### src/rtl/game_flow_sequencer.sv
// Top-level game-flow controller: sequences levels, tracks lives, times the respawn
// screen and keeps every inactive level module held in reset.
module game_flow_sequencer #(
    parameter int NUM_LEVELS     = 3,
    parameter int LVL_W          = 3,
    parameter int START_LIVES    = 3,
    parameter int LIVES_W        = 3,
    parameter int RESPAWN_CYCLES = 25_000_000,
    parameter int CNT_W          = 25
) (
    input  logic                  vga_clock,
    input  logic                  reset,
    input  logic                  start_button,
    input  logic [NUM_LEVELS-1:0] level_win,
    input  logic [NUM_LEVELS-1:0] level_lose,
    input  logic                  finish_done,
    output logic [2:0]            screen,
    output logic [LVL_W-1:0]      level_num,
    output logic [NUM_LEVELS-1:0] level_rst_n,
    output logic [LIVES_W-1:0]    lives,
    output logic                  show_hearts
);

    typedef enum logic [2:0] {
        ST_START     = 3'd0,
        ST_RESPAWN   = 3'd1,
        ST_PLAY      = 3'd2,
        ST_FINISH    = 3'd3,
        ST_WIN       = 3'd4,
        ST_GAME_OVER = 3'd5
    } state_e;

    localparam logic [LVL_W-1:0]   LAST_LEVEL   = LVL_W'(NUM_LEVELS - 1);
    localparam logic [LIVES_W-1:0] LIVES_INIT   = LIVES_W'(START_LIVES);
    localparam logic [CNT_W-1:0]   RESPAWN_INIT = CNT_W'(RESPAWN_CYCLES - 1);

    state_e               state_q, state_d;
    logic [LVL_W-1:0]     level_q, level_d;
    logic [LIVES_W-1:0]   lives_q, lives_d;
    logic [CNT_W-1:0]     timer_q, timer_d;
    logic                 btn_now_q, btn_prev_q, btn_arm_q;
    logic                 press;
    logic [NUM_LEVELS-1:0] level_sel;
    logic                 win_cur, lose_cur;

    // The arm bit stays clear until the button has been seen released, so a
    // button held down across reset release never counts as a press.
    always_ff @(posedge vga_clock or negedge reset) begin
        if (!reset) begin
            btn_now_q  <= 1'b1;
            btn_prev_q <= 1'b1;
            btn_arm_q  <= 1'b0;
        end else begin
            btn_now_q  <= start_button;
            btn_prev_q <= btn_now_q;
            btn_arm_q  <= btn_arm_q | start_button;
        end
    end

    assign press = btn_arm_q & btn_prev_q & ~btn_now_q;

    genvar gi;
    generate
        for (gi = 0; gi < NUM_LEVELS; gi++) begin : g_level
            assign level_sel[gi]   = (level_q == LVL_W'(gi));
            assign level_rst_n[gi] = level_sel[gi] && (state_q == ST_PLAY);
        end
    endgenerate

    assign win_cur  = |(level_win & level_sel);
    assign lose_cur = |(level_lose & level_sel);

    always_ff @(posedge vga_clock or negedge reset) begin
        if (!reset) begin
            state_q <= ST_START;
            level_q <= '0;
            lives_q <= LIVES_INIT;
            timer_q <= '0;
        end else begin
            state_q <= state_d;
            level_q <= level_d;
            lives_q <= lives_d;
            timer_q <= timer_d;
        end
    end

    always_comb begin
        state_d = state_q;
        level_d = level_q;
        lives_d = lives_q;
        timer_d = timer_q;
        case (state_q)
            ST_START: begin
                if (press) begin
                    state_d = ST_PLAY;
                    level_d = '0;
                    lives_d = LIVES_INIT;
                end
            end
            ST_RESPAWN: begin
                if (timer_q == '0 || press) begin
                    state_d = ST_PLAY;
                end else begin
                    timer_d = timer_q - CNT_W'(1);
                end
            end
            ST_PLAY: begin
                // Lose outranks win when both arrive together.
                if (lose_cur) begin
                    if (lives_q > LIVES_W'(1)) begin
                        lives_d = lives_q - LIVES_W'(1);
                        state_d = ST_RESPAWN;
                        timer_d = RESPAWN_INIT;
                    end else begin
                        lives_d = '0;
                        state_d = ST_GAME_OVER;
                    end
                end else if (win_cur) begin
                    if (level_q < LAST_LEVEL) begin
                        level_d = level_q + LVL_W'(1);
                    end else begin
                        state_d = ST_FINISH;
                    end
                end
            end
            ST_FINISH: begin
                if (finish_done) begin
                    state_d = ST_WIN;
                end
            end
            ST_WIN, ST_GAME_OVER: begin
                if (press) begin
                    state_d = ST_START;
                end
            end
            default: state_d = ST_START;
        endcase
    end

    assign screen      = state_q;
    assign level_num   = level_q;
    assign lives       = lives_q;
    assign show_hearts = (state_q == ST_RESPAWN) || (state_q == ST_PLAY) ||
                         (state_q == ST_FINISH);

endmodule
### config.mk
export PLATFORM = sky130hd
export DESIGN_NAME = game_flow_sequencer
export DESIGN_NICKNAME = d
export VERILOG_FILES = /design/src/rtl/game_flow_sequencer.sv
export SDC_FILE = /design/constraint.sdc
export NUM_CORES = 1
export LEC_CHECK = 0
export ABC_AREA = 1
export CELL_PAD_IN_SITES_DETAIL_PLACEMENT = 1
export CELL_PAD_IN_SITES_GLOBAL_PLACEMENT = 2
export CORE_UTILIZATION = 36
export CTS_BUF_LIST = sky130_fd_sc_hd__clkbuf_8
export DETAILED_ROUTE_END_ITERATION = 8
export HOLD_SLACK_MARGIN = 0.1
export PLACE_DENSITY_LB_ADDON = 0.3
export SYNTH_ARGS = -nofsm -noshare
export SYNTH_HDL_FRONTEND = slang
export SYNTH_SLANG_ARGS = --single-unit
### constraint.sdc
create_clock -name vga_clock -period 4.1 [get_ports vga_clock]
set_clock_uncertainty 0.15 [all_clocks]
set_input_delay 1.025 -clock vga_clock [delete_from_list [all_inputs] [get_ports vga_clock]]
set_output_delay 1.025 -clock vga_clock [all_outputs]
set_load 0.02 [all_outputs]
==> reports/metrics.csv <==
stage,metric,value,unit
synth,"Seq/Total Area, Yosys",35.3,%
worst_setup_path,crit path DAT,2.30,ns
synth,multiplexer area fraction after synthesis,0,%
synth,top post-synthesis cells by area,"dfrtp_1 31%, nand2_1 19%, nand3_1 8.5%",
synth,post-synthesis compound-gate area fraction,5.97,%
worst_setup_path,Crit Path Class,reg2out,
route,routed vias/inst,4.90,
route,average wire per standard cell,13.8,um
layout,"most common cell after layout, fill and taps aside",nand2_1,
synth,syn_nets,401,
timing,Setup TNS Final,0,ns
outcome,status,"complete, no violations",
floorplan,Die W,87.6,um
route,router iterations before antenna repair,4,
min_path,hold path start,btn_now_q,
timing,final hold vios,0,
timing,fin crit period,3.47,ns
clock_network,clock sinks,37,
timing,PnR worst setup slack,0.630,ns
layout,layout cells sized above 1,11.9,%
synth,mapped cell area,2640,sq um
synth,number of synthesis warnings,0,
floorplan,initial cell density of the core,38.0,%
route,initial DRC count,104,
synth,Syn Area/Cell,6.89,sq um
clock_network,clock-pin slew on the worst setup and hold paths,0.07,ns
min_path,Min-Delay Path Class,reg2reg,
floorplan,die area,7680,sq um
timing,worst relative slew slack,40.9,%
route,DRT antenna net count,0,
power,peak supply drop,0.348,mV
min_path,worst hold path cell count,0,
global_route,first-pass GRT wire length,11.7,mm
power,LEAKAGE,1.48,nW
clock_network,maximum root-to-sink buffer count,2,
worst_setup_path,reg2reg path depth,9,
worst_setup_path,required time of the critical path,2.92,ns
clock_network,Clock Latency Late Sink,0.29,ns
layout,most frequent cells in the layout,"134 x nand2_1, 48 x nor2_1, 45 x nand3_1, 33 x dfrtp_1, 30 x inv_1",
worst_setup_path,FF-to-FF setup slack,1.77,ns
layout,# diodes,0,
power,PD cells,789,nW/um^2
job,Max-Cap Viols,0,
worst_setup_path,CP Max Fanout,30,
clock_network,postcts setup bufs,0,
timing,RSZ-0062 raised after global routing,false,
placed_design,port bufs,22,
clock_network,total CTS buffers,5,
placed_design,Detailed Place HPWL,5.08,mm
timing,pin slew with the least headroom to its limit,0.886,ns
worst_setup_path,Worst R2R Start,screen[2],
synth,main combinational cell family by area after synthesis,simple AND/OR/NAND/NOR gates,
placed_design,pre-CTS setup slack,0.927,ns
synth,Synth Area in Simple Gates,45.9,%
global_route,vias in the first global route,2433,
timing,fmax,288,MHz
min_path,Hold Path Sink,btn_prev_q,
layout,filler instances,919,
floorplan,Site Rows,30,
clock_network,CTS tree,built,
layout,Total Nets Final,421,
placed_design,GPL Wtd Cong,0.819,
synth,cell accounting for the most synthesized area,dfrtp_1,
route,via count,2447,
route,final WL,6.90,mm
global_route,remaining global-route overflow,0,
timing,Final Max Slew Viols,0,
layout,area grow syn2layout,12.8,%
worst_setup_path,Worst setup EP type,output pin,
clock_network,H-tree levels,2,
route,DRC errors left,0,
synth,Yosys cell types,31,
worst_setup_path,worst reg2reg endpoint,timer_q[5],
timing,Setup-failing EPs final,0,
global_route,gr usage total,19.7,%
clock_network,post-cts hold buffer count,0,
worst_setup_path,Critical Path Source Type,flop,
synth,top cell type's share of synthesized area,31.3,%
timing,period utilization,84.6,%
synth,cells after synthesis,383,
global_route,initial antenna violation count,0,
floorplan,die height,87.6,um
floorplan,core area,6940,sq um
synth,Adder-Cell Fraction of Synth Area,3.79,%
synth,Synth Area in XOR/XNOR,1.33,%
clock_network,CTS resizes,0,
floorplan,I/O pins,23,
clock_network,root buf cell,clkbuf_8,
synth,Yosys reg bits,37,
global_route,largest net degree at the start of global routing,38,
[kinds of logic (layout without fill, tap and decap cells)]
logic type,after synthesis,count (layout)
and+or+nand+nor,269,269
buffers and inverters,41,61
AOI/OAI and AO/OA,24,24
DFF,37,37
adders and majority gates,8,8
xor gates and xnor gates,4,4
[power by group]
group	internal [W]	switching, W
Sequential	0.000509	0.000156
Clock	0.000131	0.000134
Combinational	0.000468	0.000950
Total	0.00111	0.00124
[synthesized netlist by cell type]
| master | n |
|---|---|
| a21boi_1 | 1 |
| a21o_1 | 1 |
| a21oi_1 | 5 |
| a21oi_4 | 1 |
| a22oi_1 | 1 |
| and3_1 | 1 |
| buf_2 | 2 |
| buf_4 | 1 |
| buf_6 | 6 |
| dfrtp_1 | 33 |
| dfstp_2 | 4 |
| ha_1 | 8 |
| inv_1 | 29 |
| inv_2 | 3 |
| nand2_1 | 134 |
| nand2_2 | 6 |
| nand2_4 | 1 |
| nand3_1 | 45 |
| nand3_2 | 4 |
| nand4_1 | 11 |
| nor2_1 | 48 |
| nor2_2 | 6 |
| nor2_4 | 4 |
| nor3_1 | 1 |
| o21ai_0 | 8 |
| o21ai_1 | 2 |
| o21ai_2 | 5 |
| or2_1 | 1 |
| or2_2 | 7 |
| xnor2_1 | 1 |
| xor2_1 | 3 |
[flip-flops by register name (all words and copies together) (netlist names)]
| signal | flops |
|---|---|
| btn_arm_q | 1 |
| btn_now_q | 1 |
| level_num | 3 |
| timer_q | 25 |
| lives | 3 |
| btn_prev_q | 1 |
| screen | 3 |
[critical path, cell delays in order (launching register included)]
cell             delay, ns
dfrtp_1               0.43
inv_2                 0.09
nand2_2               0.06
nor2_4                0.26
inv_2                 0.32
nor2_1                0.19
clkdlybuf4s50_1       0.63
[routing by layer]
metal	wire (um)	up-vias	GRT usage [%]
li1	-	1255	-
met1	3470	1170	27.2
met2	3250	17	33.0
met3	128	5	3.11
met4	53	0	3.58
met5	0	-	0
[cell type report]
type	instances	area, sq um	share of cell area [%]
multi-input cells	305	1500	50.5
flip-flops and latches	37	931	31.3
repair buffers	22	215	7.23
inverters	32	120	4.04
well taps	96	120	4.04
clock buffers	6	82.6	2.78
clock inverters	1	3.75	0.126
[stage by stage]
stage                     power, W  util (%)  area (sq um)  hold slack, ns  std cells
after CTS                  0.00239      42.8          2980           0.222        499
after floorplan            0.00177         -          2640           0.204        383
final                      0.00235      42.8          2980           0.220        499
after global routing       0.00260      42.8          2980           0.233        499
after detailed placement   0.00211      41.6          2890           0.212        492
after global placement     0.00207      41.6          2890           0.206        492
[how the worst max path moves through the flow]
| stage | start | depth (start not counted) | slack [ns] | endpoint |
|---|---|---|---|---|
| 4_1_cts | screen[2] | 6 | 0.61 | level_rst_n[0] |
| 3_3_place_gp | screen[2] | 6 | 1.02 | show_hearts |
| 3_5_place_dp | screen[2] | 6 | 0.93 | level_rst_n[0] |
| 2_1_floorplan | screen[1] | 6 | 1.55 | level_rst_n[0] |
| 6_report | screen[2] | 6 | 0.63 | level_rst_n[0] |
| 5_1_grt | screen[2] | 6 | 0.52 | level_rst_n[0] |
No activity file was read; power rests on OpenSTA's default activity.
